<file path="src/rtl/mux_arbiter.sv">
// Two-port burst arbiter that pops show-ahead FIFOs and registers the muxed word.
// Optional per-port pop statistics are enabled by defining MUX_ARBITER_STATS_EN.
module mux_arbiter #(
    parameter int BURST_LEN = 4
) (
    input  logic       clk,
    input  logic       reset_L,
    input  logic       fifo_empty_0,
    input  logic       fifo_empty_1,
    input  logic [7:0] data_in_0,
    input  logic [7:0] data_in_1,
    input  logic       pause,
    output logic       pop_0,
    output logic       pop_1,
    output logic       sel,
    output logic [7:0] data_out,
    output logic       valid_out,
    output logic [7:0] grant_cnt_0,
    output logic [7:0] grant_cnt_1
);

    typedef enum logic [1:0] {
        IDLE,
        GRANT0,
        GRANT1
    } state_t;

    localparam logic [3:0] LAST_BEAT = 4'(BURST_LEN - 1);

    state_t     state_q;
    logic [3:0] burstCnt_q;
    logic [3:0] burstCnt_d;
    logic       lastGrant_q;
    logic       sel_q;
    logic [7:0] data_q;
    logic       valid_q;

    logic       req0;
    logic       req1;
    logic       popAny;
    logic [7:0] popData;

    assign req0       = !fifo_empty_0;
    assign req1       = !fifo_empty_1;
    assign pop_0      = (state_q == GRANT0) && req0 && !pause;
    assign pop_1      = (state_q == GRANT1) && req1 && !pause;
    assign popAny     = pop_0 || pop_1;
    assign popData    = pop_1 ? data_in_1 : data_in_0;
    assign burstCnt_d = burstCnt_q + 4'd1;

    // Pause freezes the whole arbitration decision, so a pending switch waits for it to drop.
    always_ff @(posedge clk or negedge reset_L) begin
        if (!reset_L) begin
            state_q     <= IDLE;
            burstCnt_q  <= 4'd0;
            lastGrant_q <= 1'b1;
            sel_q       <= 1'b0;
            data_q      <= 8'h00;
            valid_q     <= 1'b0;
        end else begin
            valid_q <= popAny;
            if (popAny) begin
                data_q <= popData;
                sel_q  <= pop_1;
            end
            if (!pause) begin
                case (state_q)
                    IDLE: begin
                        if (req0 && (!req1 || lastGrant_q)) begin
                            state_q     <= GRANT0;
                            burstCnt_q  <= 4'd0;
                            lastGrant_q <= 1'b0;
                        end else if (req1) begin
                            state_q     <= GRANT1;
                            burstCnt_q  <= 4'd0;
                            lastGrant_q <= 1'b1;
                        end
                    end
                    GRANT0: begin
                        if (!req0) begin
                            burstCnt_q <= 4'd0;
                            if (req1) begin
                                state_q     <= GRANT1;
                                lastGrant_q <= 1'b1;
                            end else begin
                                state_q <= IDLE;
                            end
                        end else if (burstCnt_q == LAST_BEAT) begin
                            burstCnt_q <= 4'd0;
                            if (req1) begin
                                state_q     <= GRANT1;
                                lastGrant_q <= 1'b1;
                            end
                        end else begin
                            burstCnt_q <= burstCnt_d;
                        end
                    end
                    GRANT1: begin
                        if (!req1) begin
                            burstCnt_q <= 4'd0;
                            if (req0) begin
                                state_q     <= GRANT0;
                                lastGrant_q <= 1'b0;
                            end else begin
                                state_q <= IDLE;
                            end
                        end else if (burstCnt_q == LAST_BEAT) begin
                            burstCnt_q <= 4'd0;
                            if (req0) begin
                                state_q     <= GRANT0;
                                lastGrant_q <= 1'b0;
                            end
                        end else begin
                            burstCnt_q <= burstCnt_d;
                        end
                    end
                    default: begin
                        state_q    <= IDLE;
                        burstCnt_q <= 4'd0;
                    end
                endcase
            end
        end
    end

    assign sel       = sel_q;
    assign data_out  = data_q;
    assign valid_out = valid_q;

`ifdef MUX_ARBITER_STATS_EN
    logic [7:0] grantCnt0_q;
    logic [7:0] grantCnt1_q;

    // Free-running pop counters; they wrap naturally at 8 bits.
    always_ff @(posedge clk or negedge reset_L) begin
        if (!reset_L) begin
            grantCnt0_q <= 8'h00;
            grantCnt1_q <= 8'h00;
        end else begin
            if (pop_0) begin
                grantCnt0_q <= grantCnt0_q + 8'd1;
            end
            if (pop_1) begin
                grantCnt1_q <= grantCnt1_q + 8'd1;
            end
        end
    end

    assign grant_cnt_0 = grantCnt0_q;
    assign grant_cnt_1 = grantCnt1_q;
`else
    assign grant_cnt_0 = 8'h00;
    assign grant_cnt_1 = 8'h00;
`endif

endmodule

</file>
<file path="config.mk">
export PLATFORM = sky130hd
export DESIGN_NAME = mux_arbiter
export DESIGN_NICKNAME = d
export VERILOG_FILES = /design/src/rtl/mux_arbiter.sv
export SDC_FILE = /design/constraint.sdc
export NUM_CORES = 1
export LEC_CHECK = 0
export CORE_ASPECT_RATIO = 1.1
export CORE_MARGIN = 2
export CORE_UTILIZATION = 35
export CTS_BUF_LIST = sky130_fd_sc_hd__clkbuf_8
export DETAILED_ROUTE_END_ITERATION = 16
export GPL_TIMING_DRIVEN = 0
export PLACE_DENSITY = 0.79
export SLEW_MARGIN = 20
export SYNTH_ARGS = -nofsm -noshare
export SYNTH_HDL_FRONTEND = slang
export SYNTH_SLANG_ARGS = --single-unit
</file>
<file path="constraint.sdc">
create_clock -name clk -period 2.7 [get_ports clk]
set_input_delay 0.405 -clock clk [delete_from_list [all_inputs] [get_ports clk]]
set_output_delay 0.405 -clock clk [all_outputs]
set_load 0.005 [all_outputs]
</file>
# After elaboration in Yosys (flattened, before gate mapping)

Cells that the tools add are included.

Word-level logic and storage cells: 55
Input port bits: 21
Output and inout port bits: 28
Register bits: 17

Bitwise operators: 1
Multiplexer cells: 25
Equal/unequal tests: 7
Add/sub/neg operators: 1
Reductions and logical operators: 15

Operator list:

| operator              | count |
|---|---|
| $mux W4               | 5 |
| $mux W2               | 8 |
| $pmux W4 S3           | 1 |
| $mux W1               | 8 |
| $mux W8               | 1 |
| $reduce_and A4 Y1     | 2 |
| $ne A3 B2 Y1 const B  | 2 |
| $ne A3 B3 Y1 const B  | 2 |
| $pmux W2 S3           | 1 |
| $logic_and A1 B1 Y1   | 5 |
| $add A4 B1 Y4 const B | 1 |
| $eq A4 B2 Y1 const B  | 1 |
| $logic_not A1 Y1      | 3 |
| $pmux W1 S3           | 1 |
| $reduce_bool A3 Y1    | 1 |
| $eq A2 B1 Y1 const B  | 1 |
| $eq A2 B2 Y1 const B  | 1 |
| $logic_not A2 Y1      | 1 |
| $logic_or A1 B1 Y1    | 2 |
| $reduce_and A2 Y1     | 1 |
| $not A1 Y1            | 1 |

# Longest topological paths before layout

Gate-level depths: netlist (run 1).

Depth after elaboration: 4
Mapped depth: 7
Gate-level depth less buffers: 6

# Worst setup path before layout (run 1)

No wires, ideal clock.

Path type: register to output
Start point: reg state_q[0]
End point: out pop_1
Required time: 2,295 ps
Arrival time: 1,157 ps
Path slack: 1,138 ps
Stages on the path, launching flop included: 7
Path buffers: 2
Path through: dfrtp_1 > inv_1 > ha_1 > nand2b_4 > buf_6 > buf_2 > nor2_1

Word-level cells in the longest chain between the ends: 3

RTL lines:

| what                             | line | source |
|---|---|---|
| start, declared                  | 30   | `state_t state_q;` |
| start signal, assigned           | 54   | `state_q <= IDLE;` |
| start signal, assigned           | 70   | `state_q <= GRANT0;` |
| start signal, assigned           | 74   | `state_q <= GRANT1;` |
| $eq A2 B2 Y1                     | 46   | `assign pop_1 = (state_q == GRANT1) && req1 && !pause;` |
| $logic_and A1 B1 Y1 (2 in a row) | 46   |  |
| end, declared                    | 14   | `output logic pop_1,` |

Every way passes these cells.

# Worst setup path after layout (run 1)

Ends and elaborated chain as after synthesis.

==> impl_metrics.ini, run 1 <==
[flow_run]
drv_cap = 0

[floorplanning]
core_um2 = 3070
start_util = 0.370
row_count = 21
die_height_um = 63.8
fp.dieW_um = 58.4
die-area_um2 = 3720
top_level_ports = 49

[final_layout]
synthToLayoutAreaGrowth_pct = 39.1
drive_gt1_frac = 0.222
mostFrequentLayoutCell = clkdlybuf4s50_1
final_cell_mix = 30 x clkdlybuf4s50_1, 16 x o22a_1, 16 x buf_4, 16 x conb_1, 16 x dfrtp_1
finalInstanceArea_um2 = 1580
antenna_cells = 0
fin_nets = 185
fillers = 281

[sta]
fin_crit_ns = 2.48
fmax_mhz = 404
rsz0062_at_grt = false
layout_setup_ws_ns = 0.224
relSlewSlack = 0.508
finalHoldViolCount = 0
fin_crit_sh = 0.917
finClkSkew_ns = 0.00155
slew_viol_final = 0
setup_viol = 0
final.setup.tns_ns = 0
worst_pin_slew_ns = 0.736

[grt]
grt_pass1_wl_mm = 4.13
grt-busiest-layer = met2
grt_max_degree = 18
grt_use_met3 = 0.0405
grt_util_met1 = 0.143
antenna_found_initial = 0
first_global_vias = 979
gr-usage-met2 = 0.263
grt-ovfl-total = 0
track_usage = 0.145

[power]
switching_share = 0.337
power_density_nw_per_um2 = 816
power_switching_mw = 0.435
power_frac_seq = 0.336
p_leak_nw = 0.705
ir_worst_vdd_mv = 0.654
p_int_mw = 0.855
combPwrFrac = 0.519
clock_power_share = 0.144

[clocking]
clockBufferDepth = 2
root_buffer = clkbuf_8
cts_tree = yes
cts_made_buffers = 3
post_cts_resized = 0
hold_buffers = 0
ctsHtreeMaxLevel = 1
clk_pin_slew_worst_paths_ns = 0.06
clk_latency_ns = 0.25
cts_sinks = 17
post-cts-setup-buffers = 0

[placed_design]
dp_worst_setup_slack_ns = 0.450
routabilityCongestion = 0.821
port_buffers = 30
place_area_um2 = 1540
dp_hpwl_mm = 2.03

[synth]
avgSynthCellArea_um2 = 10.4
synth_cells = 109
yosysWarnings = 0
seq_area_frac_synth = 0.375
ys_types = 37
yosys_register_bits = 17
syn_area_um2 = 1140

[routing]
dr.first_iter.drc_count = 11
drc = 0
drt_first_pass_iters = 4
post_drt_wl_per_cell_um = 13.1
routed_wl_mm = 2.52
via_per_inst = 5.02
vias = 964
ant_nets = 0

[worst_setup_path]
crit_required_ns = 2.30
cp-start-kind = register
critical_path_class = reg -> out
cp_max_fo = 10
endpoint_kind = primary output
cp.arrival_ns = 2.07

[run_status]
status = complete, no violations

[worst_hold_path]
min_path_type = in -> reg
-- synth_stat cells --
master	number	area share
ha_1	5	0.055
mux2_4	1	0.013
o32a_1	1	0.0088
o211ai_1	1	0.0066
a31oi_1	2	0.011
nand3_1	2	0.0088
a32oi_1	1	0.0077
clkbuf_1	1	0.0033
o22a_1	16	0.12
buf_6	2	0.020
dfstp_2	1	0.023
o21bai_1	1	0.0066
conb_1	1	0.0033
a21oi_2	1	0.0077
a31o_2	1	0.0077
a21o_1	1	0.0066
a21bo_2	1	0.0088
dfrtp_1	16	0.35
nand2b_4	1	0.012
nor2_2	2	0.011
a21oi_1	3	0.013
inv_1	4	0.013
buf_4	16	0.11
mux2_2	1	0.0099
nand2_1	5	0.017
a22oi_2	1	0.011
mux2_1	1	0.0099
o21ai_0	3	0.013
nor2_1	3	0.0099
nor3_1	2	0.0088
a32oi_4	1	0.024
o22ai_1	1	0.0055
nand2b_2	1	0.0077
buf_2	2	0.0088
nor2b_1	4	0.022
a32o_1	1	0.0088
a22o_1	2	0.015
-- sequential cells by signal, indices dropped and copies added, names as in the netlist --
signal       cells
lastGrant_q      1
burstCnt_q       4
sel              1
data_out         8
valid_out        1
state_q          2
-- power groups by stage --
stage                     combinational [mW]  sequential (mW)  clock [mW]
after floorplan                        0.400            0.432           0
after global placement                 0.641            0.429           0
after detailed placement               0.668            0.437           0
after CTS                              0.674            0.434       0.186
after global routing                   0.730            0.445       0.203
final                                  0.670            0.434       0.186
-- layout make-up --
cell class	count	area, um2	area share
well taps	34	42.5	0.0269
flip-flops and latches	17	427	0.270
clock buffers	3	41.3	0.0261
inverters	4	15.0	0.00949
clock inverters	1	3.75	0.00237
repair buffers	30	300	0.190
plain buffers	21	156	0.0989
multi-input cells	82	596	0.377
-- final timing paths --
kind / from / endpoint / slack [ns] / cells past startpoint
max in group asynchronous: reset_L / burstCnt_q[1] / 1.65 / 1
worst min-delay path: pause / sel / 0.51 / 2
worst max register to register: state_q[0] / data_out[4] / 0.92 / 7
min in group asynchronous: reset_L / data_out[4] / 0.59 / 1
worst max-delay path: state_q[0] / pop_1 / 0.22 / 7
worst min register to register: data_out[2] / data_out[2] / 0.51 / 1
-- through the flow --
step | power [mW] | utilization | std cells | hold WS [ns]
6_report | 1.29 | 0.514 | 192 | 0.507
2_1_floorplan | 0.832 | - | 124 | 0.109
3_3_place_gp | 1.07 | 0.500 | 188 | 0.491
3_5_place_dp | 1.10 | 0.500 | 188 | 0.502
4_1_cts | 1.29 | 0.514 | 192 | 0.515
5_1_grt | 1.38 | 0.514 | 192 | 0.532
-- cell families (layout without fill, tap and decap cells) --
logic type / Yosys count / after routing / share of synthesized area
AO/OA/AOI/OAI: 38 / 38 / 0.286
adder cells (fa/ha/maj): 5 / 5 / 0.0550
buffers and inverters: 25 / 59 / 0.151
flip-flops: 17 / 17 / 0.375
multiplexers: 3 / 3 / 0.0330
other: 1 / 16 / 0.00330
AND/OR/NAND/NOR: 20 / 20 / 0.0968
-- layer usage --
| layer | up-vias | part of all wire |
|---|---|---|
| met5 | - | 0 |
| met4 | 0 | 0.018 |
| met3 | 5 | 0.095 |
| met2 | 45 | 0.51 |
| met1 | 448 | 0.38 |
| li1 | 466 | - |
-- critical path, cell delays in order (launching register included) --
cell and delay, ns:
dfrtp_1 0.44, inv_1 0.11, ha_1 0.26, nand2b_4 0.06
buf_6 0.13, buf_2 0.17, nor2_1 0.11, clkdlybuf4s50_1 0.51
(Power assumes the default switching activity.)
==> inputs of run 2 (changes only) <==
--- a/config.mk
+++ b/config.mk
@@ -10,7 +10,6 @@
 export CORE_UTILIZATION = 35
 export CTS_BUF_LIST = sky130_fd_sc_hd__clkbuf_8
 export DETAILED_ROUTE_END_ITERATION = 16
-export GPL_TIMING_DRIVEN = 0
 export PLACE_DENSITY = 0.79
 export SLEW_MARGIN = 20
 export SYNTH_ARGS = -nofsm -noshare
==> impl_metrics.ini, run 2 (same netlist as run 1, synthesis figures left out) <==
[grt]
grt_use_met3 = 0.0607
track_usage = 0.145
antenna_found_initial = 0
gr-usage-met2 = 0.239
grt_util_met1 = 0.149
grt-busiest-layer = met2
grt-ovfl-total = 0
first_global_vias = 931
grt_max_degree = 18
grt_pass1_wl_mm = 4.09

[final_layout]
multi_input_area_um2 = 596
regArea_um2 = 427
drive_gt1_frac = 0.121
synthToLayoutAreaGrowth_pct = 27.8
fin_nets = 167
post-route-util = 0.473
final_cell_mix = 32 x clkdlybuf4s50_1, 16 x o22a_1, 16 x conb_1, 16 x dfrtp_1
fillers = 294
mostFrequentLayoutCell = clkdlybuf4s50_1
largest_reg_flops = 8
antenna_cells = 0

[routing]
post_drt_wl_per_cell_um = 14.2
ant_nets = 0
vias = 944
drc = 0
via_per_inst = 5.43
routed_wl_mm = 2.47
drt_first_pass_iters = 4
dr.first_iter.drc_count = 25

[floorplanning]
die-area_um2 = 3720
top_level_ports = 49
core_um2 = 3070
fp.dieW_um = 58.4
start_util = 0.370
row_count = 21
die_height_um = 63.8

[sta]
rsz0062_at_grt = false
slew_viol_final = 0
holdWs_ns = 0.507
finalHoldViolCount = 0
fmax_mhz = 430
relSlewSlack = 0.520
worst_pin_slew_ns = 0.718
finClkSkew_ns = 0.00285
setup_viol = 0
fin_crit_sh = 0.861
final.setup.tns_ns = 0
fin_crit_ns = 2.32

[clocking]
root_buffer = clkbuf_8
cts_made_buffers = 3
post_cts_resized = 0
clockBufferDepth = 2
ctsHtreeMaxLevel = 1
cts_sinks = 17
post-cts-setup-buffers = 0
clk_pin_slew_worst_paths_ns = 0.06
cts_tree = yes
clk_latency_ns = 0.25
hold_buffers = 0

[worst_setup_path]
critical_path_class = in -> out
cp_max_fo = 15
endpoint_kind = primary output
cp_common_cell = clkdlybuf4s50_1
critPathLaunch = fifo_empty_1
crit_chain = clkdlybuf4s50_1, nand2b_4, nor2_1, clkdlybuf4s50_1
slowest_stage = clkdlybuf4s50_1
crit_required_ns = 2.30
cp-start-kind = input port
reg2reg_from = state_q[1]
cp.arrival_ns = 1.92
crit_path_max_incr_delay_ns = 0.57

[worst_hold_path]
holdCritStartpoint = data_out[0]
min_path_type = reg -> reg

[power]
p_leak_nw = 0.610
power_mw = 1.25
power_density_nw_per_um2 = 861
ir_worst_vdd_mv = 0.445

[placed_design]
port_buffers = 32
dp_hpwl_mm = 1.98
routabilityCongestion = 0.818

[flow_run]
drv_cap = 0

[run_status]
status = complete, no violations
run 2: worst paths after layout:
check	endpoint	slack, ns	cells after the start
worst min register to register	data_out[0]	0.51	1
worst max register to register	data_out[3]	0.89	6
worst min-delay path	data_out[0]	0.51	1
min in group asynchronous	burstCnt_q[2]	0.59	1
worst max-delay path	pop_1	0.38	4
max in group asynchronous	sel	1.66	1
run 2: routing by layer:
layer | vias to the layer above | share of wire
met1 | 450 | 0.37
met4 | 0 | 0.034
li1 | 432 | -
met3 | 9 | 0.11
met5 | - | 0
met2 | 53 | 0.48
run 2: through the flow:
stage / setup WS, ns / cells / instance area, um2
3_3_place_gp: 0.451 / 170 / 1410
2_1_floorplan: 1.14 / 124 / 1190
3_5_place_dp: 0.412 / 170 / 1410
5_1_grt: 0.295 / 174 / 1450
6_report: 0.376 / 174 / 1450
4_1_cts: 0.399 / 174 / 1450
run 2: layout make-up:
cell class	count	share of cell area
Clock inverter	1	0.00344
Tap cell	34	0.0293
Timing Repair Buffer	33	0.225
Multi-Input combinational cell	82	0.410
Clock buffer	3	0.0284
Inverter	4	0.0103
Sequential cell	17	0.293
run 2: critical path: cells and delay by family:
kind,cells,cell delay [ns]
AND/OR/NAND/NOR,2,0.42
buffers and inverters,2,1.08
run 2: where the power goes:
part,internal (mW),switching (mW)
logic,0.369,0.263
clock network,0.102,0.0811
registers,0.360,0.0757
==> inputs of run 3 (changes only) <==
==> constraint.sdc (replaced) <==
create_clock -name clk -period 2.4 [get_ports clk]
set_input_delay 0.36 -clock clk [delete_from_list [all_inputs] [get_ports clk]]
set_output_delay 0.36 -clock clk [all_outputs]
set_load 0.005 [all_outputs]
==> impl_metrics.ini, run 3 (same netlist as run 1, synthesis figures left out) <==
[clocking]
clk_pin_slew_worst_paths_ns = 0.06
post_cts_resized = 0
clockBufferDepth = 2
clk_latency_ns = 0.25
root_buffer = clkbuf_8
ctsHtreeMaxLevel = 1
cts_tree = yes
post-cts-setup-buffers = 0
hold_buffers = 0
cts_sinks = 17
cts_made_buffers = 3

[sta]
setup_viol = 0
finClkSkew_ns = 0.000886
fmax_mhz = 451
layout_setup_ws_ns = 0.181
slew_viol_final = 0
final.setup.tns_ns = 0
relSlewSlack = 0.496
rsz0062_at_grt = false
worst_pin_slew_ns = 0.754
fin_crit_sh = 0.925
holdWs_ns = 0.510
fin_crit_ns = 2.22
finalHoldViolCount = 0

[floorplanning]
core_um2 = 3070
start_util = 0.370
row_count = 21
die-area_um2 = 3720
fp.dieW_um = 58.4
top_level_ports = 49
die_height_um = 63.8

[run_status]
status = complete, no violations

[worst_setup_path]
critical_path_class = reg -> out
worstRegToRegCells = 6
endpoint_kind = primary output
crit_required_ns = 2.04
cp.arrival_ns = 1.86
cp-start-kind = register
cp_max_fo = 15

[final_layout]
final_cell_mix = 32 x clkdlybuf4s50_1, 16 x o22a_1, 16 x conb_1, 16 x dfrtp_1
layout.cells.non_filler = 176
mostFrequentLayoutCell = clkdlybuf4s50_1
finalInstanceArea_um2 = 1470
drive_gt1_frac = 0.134
fin_nets = 169
antenna_cells = 0
largest_reg_flops = 8
post-route-util = 0.478
fillers = 298
synthToLayoutAreaGrowth_pct = 29.2

[power]
ir_worst_vdd_mv = 0.538
power_switching_mw = 0.480
p_leak_nw = 0.619
clock_power_share = 0.146
combPwrFrac = 0.511
p_int_mw = 0.942
power_frac_seq = 0.343
power_mw = 1.42
switching_share = 0.337
power_density_nw_per_um2 = 968

[grt]
grt_pass1_wl_mm = 4.10
grt_max_degree = 18
antenna_found_initial = 0
track_usage = 0.143
first_global_vias = 956
grt-ovfl-total = 0

[placed_design]
place_area_um2 = 1420
routabilityCongestion = 0.911
port_buffers = 32
place_inst = 172
dp_worst_setup_slack_ns = 0.307
dp_hpwl_mm = 1.88

[worst_hold_path]
min_path_cells = 1
min_path_type = reg -> reg

[routing]
vias = 902
drc = 0
post_drt_wl_per_cell_um = 13.7
ant_nets = 0
via_per_inst = 5.13
dr.first_iter.drc_count = 16
drt_first_pass_iters = 4
routed_wl_mm = 2.41

[flow_run]
drv_cap = 0
[run 3: cell count changes in the layout (fill, tap and decap cells not counted)]
cell,change
buf_4,+2
[run 3: worst max-delay path, cell delays in order, from the launching register on]
cell	delay, ns
dfrtp_1	0.43
inv_1	0.11
ha_1	0.26
nand2b_4	0.17
nor2_1	0.12
clkdlybuf4s50_1	0.51
[run 3: final timing paths]
kind	startpoint	endpoint	slack (ns)
max	state_q[0]	pop_1	0.18
min	data_out[7]	data_out[7]	0.51
max reg2reg	state_q[1]	data_out[2]	0.59
min reg2reg	data_out[7]	data_out[7]	0.51
max in group asynchronous	reset_L	burstCnt_q[0]	1.37
min in group asynchronous	reset_L	data_out[3]	0.56
[run 3: power groups by stage]
stage	clock, mW	combinational [mW]	sequential (mW)
after global placement	0	0.702	0.482
final	0.207	0.727	0.488
after detailed placement	0	0.727	0.490
after CTS	0.215	0.733	0.487
after floorplan	0	0.450	0.486
after global routing	0.231	0.800	0.504
[run 3: final cells by class]
class / instances / area [um2] / share of cell area
Sequential cell: 17 / 427 / 0.290
Clock buffer: 3 / 41.3 / 0.0281
Tap cell: 34 / 42.5 / 0.0290
Clock inverter: 1 / 5.00 / 0.00341
Multi-Input combinational cell: 82 / 596 / 0.405
Inverter: 4 / 15.0 / 0.0102
Timing Repair Buffer: 35 / 343 / 0.233
[run 3: per-layer routing]
layer	vias to the layer above	track usage	share of wire
li1	429	-	-
met1	425	0.161	0.41
met2	46	0.246	0.50
met3	2	0.0425	0.084
met4	0	0.0581	0.0075
met5	-	0	0
